$ cat src/rtl/pwm_capture.sv
`timescale 1ns/1ps
`default_nettype none
// +--------------------------------------------------------------------------+
// | pwm_capture: measures high time and period of a PWM line on a divided    |
// | tick and flags stuck lines. Optional duty divider: PWM_CAPTURE_DUTY_PCT_EN|
// | Rev 1.0                                                                  |
// +--------------------------------------------------------------------------+
module pwm_capture #(
  parameter int CLK_DIV       = 500,
  parameter int CNT_W         = 20,
  parameter int TIMEOUT_TICKS = 1000
) (
  input  logic             clk,
  input  logic             rst_n,
  input  logic             pwm_in,
  output logic [CNT_W-1:0] high_ticks,
  output logic [CNT_W-1:0] period_ticks,
  output logic             meas_valid,
  output logic             stuck_high,
  output logic             stuck_low,
  output logic [6:0]       duty_pct,
  output logic             duty_valid
);

  localparam int               PRE_W    = (CLK_DIV > 1) ? $clog2(CLK_DIV) : 1;
  localparam logic [PRE_W-1:0] PRE_LAST = PRE_W'(CLK_DIV - 1);
  localparam logic [CNT_W-1:0] TMO      = CNT_W'(TIMEOUT_TICKS);
  localparam logic [CNT_W-1:0] TMO_M1   = CNT_W'(TIMEOUT_TICKS - 1);

  typedef enum logic [1:0] {
    IDLE = 2'd0,
    HIGH = 2'd1,
    LOW  = 2'd2
  } state_t;

  state_t           state, state_nx;
  logic             sync1, s, prev;
  logic [PRE_W-1:0] pre_cnt;
  logic             tick, rise, fall, timeout;
  logic [CNT_W-1:0] run_cnt, hi_lat;
  logic             publish, expire;

  always_ff @(posedge clk or negedge rst_n) begin
    if (!rst_n) begin
      sync1   <= 1'b0;
      s       <= 1'b0;
      prev    <= 1'b0;
      pre_cnt <= '0;
    end else begin
      sync1   <= pwm_in;
      s       <= sync1;
      pre_cnt <= tick ? '0 : pre_cnt + PRE_W'(1);
      if (tick) prev <= s;
    end
  end

  assign tick    = (pre_cnt == PRE_LAST);
  assign rise    = tick &  s & ~prev;
  assign fall    = tick & ~s &  prev;
  // run_cnt saturates, so the timeout condition is met exactly once per episode.
  assign timeout = tick & ~rise & (run_cnt == TMO_M1);

  always_ff @(posedge clk or negedge rst_n) begin
    if (!rst_n) begin
      run_cnt <= '0;
      hi_lat  <= '0;
    end else if (tick) begin
      if (rise)
        run_cnt <= CNT_W'(1);
      else if (run_cnt != TMO)
        run_cnt <= run_cnt + CNT_W'(1);
      if (fall) hi_lat <= run_cnt;
    end
  end

  always_ff @(posedge clk or negedge rst_n) begin
    if (!rst_n) state <= IDLE;
    else        state <= state_nx;
  end

  always_comb begin
    state_nx = state;
    publish  = 1'b0;
    expire   = 1'b0;
    if (timeout) begin
      expire   = 1'b1;
      state_nx = IDLE;
    end else begin
      case (state)
        IDLE:    if (rise) state_nx = HIGH;
        HIGH:    if (fall) state_nx = LOW;
        LOW:     if (rise) begin
                   publish  = 1'b1;
                   state_nx = HIGH;
                 end
        default: state_nx = IDLE;
      endcase
    end
  end

  always_ff @(posedge clk or negedge rst_n) begin
    if (!rst_n) begin
      high_ticks   <= '0;
      period_ticks <= '0;
      meas_valid   <= 1'b0;
      stuck_high   <= 1'b0;
      stuck_low    <= 1'b0;
    end else begin
      meas_valid <= publish | expire;
      if (publish) begin
        period_ticks <= run_cnt;
        high_ticks   <= hi_lat;
      end else if (expire) begin
        period_ticks <= '0;
        high_ticks   <= '0;
        if (s) stuck_high <= 1'b1;
        else   stuck_low  <= 1'b1;
      end
      if (rise) begin
        stuck_high <= 1'b0;
        stuck_low  <= 1'b0;
      end
    end
  end

`ifdef PWM_CAPTURE_DUTY_PCT_EN
  localparam int DVD_W  = CNT_W + 7;
  localparam int STEP_W = $clog2(DVD_W + 1);

  logic [DVD_W-1:0]  dvd;
  logic [CNT_W-1:0]  rem, dvsr, diff;
  logic [CNT_W:0]    trial;
  logic [STEP_W-1:0] steps;
  logic              q_bit;

  // Restoring division: dividend bits leave dvd at the top, quotient bits enter at the bottom.
  always_comb begin
    trial = {rem, dvd[DVD_W-1]};
    q_bit = (trial >= {1'b0, dvsr});
    diff  = trial[CNT_W-1:0] - dvsr;
  end

  always_ff @(posedge clk or negedge rst_n) begin
    if (!rst_n) begin
      dvd        <= '0;
      rem        <= '0;
      dvsr       <= '0;
      steps      <= '0;
      duty_pct   <= '0;
      duty_valid <= 1'b0;
    end else begin
      duty_valid <= 1'b0;
      if (meas_valid) begin
        if (period_ticks != '0) begin
          dvd   <= {7'd0, high_ticks} * DVD_W'(100);
          dvsr  <= period_ticks;
          rem   <= '0;
          steps <= STEP_W'(DVD_W);
        end else begin
          steps      <= '0;
          duty_pct   <= stuck_high ? 7'd100 : 7'd0;
          duty_valid <= 1'b1;
        end
      end else if (steps != '0) begin
        rem   <= q_bit ? diff : trial[CNT_W-1:0];
        dvd   <= {dvd[DVD_W-2:0], q_bit};
        steps <= steps - STEP_W'(1);
        if (steps == STEP_W'(1)) begin
          duty_pct   <= {dvd[5:0], q_bit};
          duty_valid <= 1'b1;
        end
      end
    end
  end
`else
  assign duty_pct   = 7'd0;
  assign duty_valid = 1'b0;
`endif

endmodule
`default_nettype wire
$ cat config.mk
export PLATFORM = sky130hd
export DESIGN_NAME = pwm_capture
export DESIGN_NICKNAME = d
export VERILOG_FILES = /design/src/rtl/pwm_capture.sv
export SDC_FILE = /design/constraint.sdc
export NUM_CORES = 1
export LEC_CHECK = 0
export ABC_AREA = 0
export CAP_MARGIN = 20
export CORE_MARGIN = 2
export CORE_UTILIZATION = 35
export CTS_BUF_LIST = sky130_fd_sc_hd__clkbuf_4 sky130_fd_sc_hd__clkbuf_8
export CTS_CLUSTER_DIAMETER = 200
export DETAILED_ROUTE_END_ITERATION = 10
export PLACE_DENSITY = 0.66
export REMOVE_ABC_BUFFERS = 1
export SETUP_SLACK_MARGIN = 0.05
export SLEW_MARGIN = 5
export SYNTH_ARGS = -nofsm -noshare
export SYNTH_HDL_FRONTEND = slang
export SYNTH_SLANG_ARGS = --single-unit
$ cat constraint.sdc
create_clock -name clk -period 2.35 [get_ports clk]
set_input_delay 0.47 -clock clk [delete_from_list [all_inputs] [get_ports clk]]
set_output_delay 0.47 -clock clk [all_outputs]
set_load 0.01 [all_outputs]
==> run metrics, run 1 <==
CTS Sinks=97; Pleak=approximately 2.7 nW; die area=roughly 14000 um^2; final hold violations=0; switching pwr=around 640 uW; register share of total power=0.526; Peak VDD IR=approximately 0.00037 V; post-synth top area cell=dfrtp_1; Post-Syn Instances=around 400; xor and xnor area share after synthesis=0.00773; Post-Route WL=just under 10000 um; Ports=54; Slew @ Worst Pin=0.566 ns; adder-cell area share of the yosys netlist=0.00828; Logic pwr share=0.020; Hold WS=between 0.06 and 0.07 ns; total power=~3.2 mW; final core occ=0.433; Seq/Total Area, Yosys=0.536; routed vias/inst=a little over 5; largest family of logic cells by synthesized area=simple AND/OR/NAND/NOR gates; critical path launch point type=register; setup violators final=0; Syn Area/Cell=11.1 um^2; # hold bufs at CTS=0; die width=118 um; RSZ-0062 raised after global routing=false; post-synthesis compound-gate area fraction=0.0848; Reg2Reg Depth=5; crit path kind=reg -> reg; largest net degree at the start of global routing=between 40 and 50; Max Freq=around 460 MHz; FF-to-FF Start=run_cnt[0]$_DFFE_PN0P_; port bufs=between 40 and 50; Worst EP arrival=between 2 and 2.5 ns; Final Cycle Share=0.916; clk slew on worst S/H paths=about 0.10 ns; clk root buf=clkbuf_8; gpl congestion=around 0.90; critical path fanouts, max=8; Post-Place Cell Area=5190 um^2; Int Power=between 2 and 3 mW; placed cells=approximately 600; grt ovf=0; YS warnings=0; Clk pwr share=0.454; dpl hpwl=roughly 6700 um; Worst R2R End=run_cnt[16]$_DFFE_PN0P_; slew margin rel.=0.618; All-Layer GR Usage=0.145; initial core utilization=0.359; post-route cell area=approximately 5500 um^2; final antenna-violating net count=0; fraction of registers with async set/reset=1.00; Post-synth EDFFs=0; Pwr Density=580 nW/um^2; layout cell share with drive strength beyond 1=0.147; Yosys top cell area share=0.536; run status=finished, final reports clean; number of global-route vias before repair=approximately 3200; HP Class=in -> async; Finished Layout Cells=about 630; Final Slew Violations=0; post-synthesis simple-gate area fraction=0.173; Area Overhead vs Synth=20.7%; Synth Register Bits=97; Data required, critical path=2.68 ns; WL per Instance=15.3 um; antenna violations before repair=0; DR vias=3287; Ant. Diodes=0; Synth Cell Area=4530 um^2; detailed router's first-iteration violation count=around 230; worst-skew pair later-pin latency=0.38 ns; r2r setup slk=between 0.15 and 0.2 ns; num rows=a little over 40; Core ar.=roughly 13000 um^2; DRC errors left=0; Num CTS Buffers=9; Sw Share=0.203; H-Tree Depth=3; mux share of post-synthesis cell area=0.140; dominant synthesized flop cell=dfrtp_1; first-pass GRT wire length=around 16000 um; Setup crit end kind=register; Max Cap Violations=0; CTS tree=built; ranking of synthesized cells by area=dfrtp_1 54%, mux2i_1 9.1%, mux2_2 5.0%; worst clock skew=roughly 0.013 ns; Distinct cells, synth=57; Initial DRT Pass Iterations=4; maximum clock path buffer count=2; Post-layout nets=about 460; Tmin final=between 2 and 2.5 ns; DIE HEIGHT=roughly 120 um
critical path, stage by stage (launching register included):
cell	delay, ns
dfrtp_1	0.48
ha_1	0.21
nand4_1	0.17
or4_1	0.61
or4b_1	0.54
nand3_1	0.09
cell usage in the layout, fill, tap and decap left out, types with 4 or more instances in the layout:
cell type,n
a21oi_1,6
and2_1,6
buf_4,20
bufinv_16,4
clkbuf_8,10
clkdlybuf4s50_1,44
conb_1,8
dfrtp_1,96
inv_1,6
mux2_2,20
mux2i_1,41
nand2_1,18
nand2b_1,6
nand3_1,16
nand4_1,11
nor2_1,53
nor4_1,4
o211ai_1,4
o21ai_0,17
o31ai_1,6
o41ai_1,4
cell type report:
type / instances / area [um^2]
Fill cell: 1211 / 7150
Sequential cell: 97 / 2430
Multi-Input combinational cell: 278 / 1920
Timing Repair Buffer: 65 / 611
Tap cell: 172 / 215
Clock buffer: 10 / 138
Clock inverter: 6 / 138
Inverter: 6 / 22.5
layer usage:
| layer | up-vias | global-route usage | wire, um |
|---|---|---|---|
| met1 | 1653 | 0.204 | 4650 |
| met2 | 66 | 0.220 | 4530 |
| met4 | 0 | 0.0512 | 132 |
| li1 | 1557 | - | - |
| met5 | - | 0 | 0 |
| met3 | 11 | 0.0339 | 425 |
sequential cells by signal, indices dropped and copies added (netlist names):
signal,flops
state,2
sync1,1
pre_cnt,9
stuck_low,1
hi_lat,20
period_ticks,20
stuck_high,1
s,1
high_ticks,20
run_cnt,20
meas_valid,1
prev,1
timing repair:
item / CTS / global route
endpoints found under the setup margin: 0 / 1
resized for setup: 0 / 1
buffers inserted: 0 / 0
logic make-up after synthesis:
group,after synthesis
AO/OA/AOI/OAI,56
XOR/XNOR,4
other,1
flip-flops,97
AND/OR/NAND/NOR,146
buffers and inverters,42
multiplexers,61
adder cells (fa/ha/maj),3
through the flow:
step / TNS, ns / setup slack, ns
after floorplan: -58.13 / -1.18
after global placement: 0 / 0.273
after detailed placement: 0 / 0.215
after CTS: 0 / 0.206
after global routing: 0 / 0.0534
final: 0 / 0.197
how the worst max path moves through the flow:
stage / from / end / slack (ns) / depth (start not counted)
final: run_cnt[0]$_DFFE_PN0P_ / run_cnt[16]$_DFFE_PN0P_ / 0.20 / 5
after CTS: run_cnt[1]$_DFFE_PN0P_ / run_cnt[16]$_DFFE_PN0P_ / 0.21 / 5
after detailed placement: run_cnt[0]$_DFFE_PN0P_ / run_cnt[16]$_DFFE_PN0P_ / 0.21 / 5
after floorplan: s$_DFF_PN0_ / high_ticks[0]$_DFFE_PN0P_ / -1.18 / 4
after global routing: run_cnt[0]$_DFFE_PN0P_ / run_cnt[16]$_DFFE_PN0P_ / 0.05 / 5
after global placement: run_cnt[0]$_DFFE_PN0P_ / run_cnt[16]$_DFFE_PN0P_ / 0.27 / 5
power by group through the flow:
stage | Combinational, mW | Sequential [mW] | Clock, mW
2_1_floorplan | 0.0148 | 1.70 | 0
3_5_place_dp | 0.0655 | 1.70 | 0
4_1_cts | 0.0653 | 1.67 | 1.48
6_report | 0.0630 | 1.67 | 1.44
5_1_grt | 0.0736 | 1.67 | 1.54
3_3_place_gp | 0.0641 | 1.70 | 0
cells in the mapped netlist, types with 2 or more instances:
cell type	n
mux2i_1	41
dfrtp_1	97
and4bb_2	2
and2_1	6
o311ai_0	3
xnor2_1	3
a21oi_1	6
and4_1	3
nand4_1	11
nand2b_1	6
clkbuf_1	9
buf_4	11
nor2_1	53
nand3_1	16
nor3_1	4
buf_2	13
a221oi_1	2
a31oi_1	2
inv_1	6
mux2_2	20
o31ai_1	6
a22o_1	2
o41ai_1	4
o21ai_0	17
nor4bb_1	2
o211ai_1	4
nor4_1	4
nand4b_1	2
nor3b_1	2
or4_1	3
nand2_1	18
and3_1	3
nor2b_1	3
ha_1	3
No activity file was read; power rests on OpenSTA's default activity.
==> run 2: changes to the inputs <==
CTS_CLUSTER_SIZE = 8   (was not set)
==> results of run 2 <==
Final layout, timing and power as in run 1 (identical DEF).
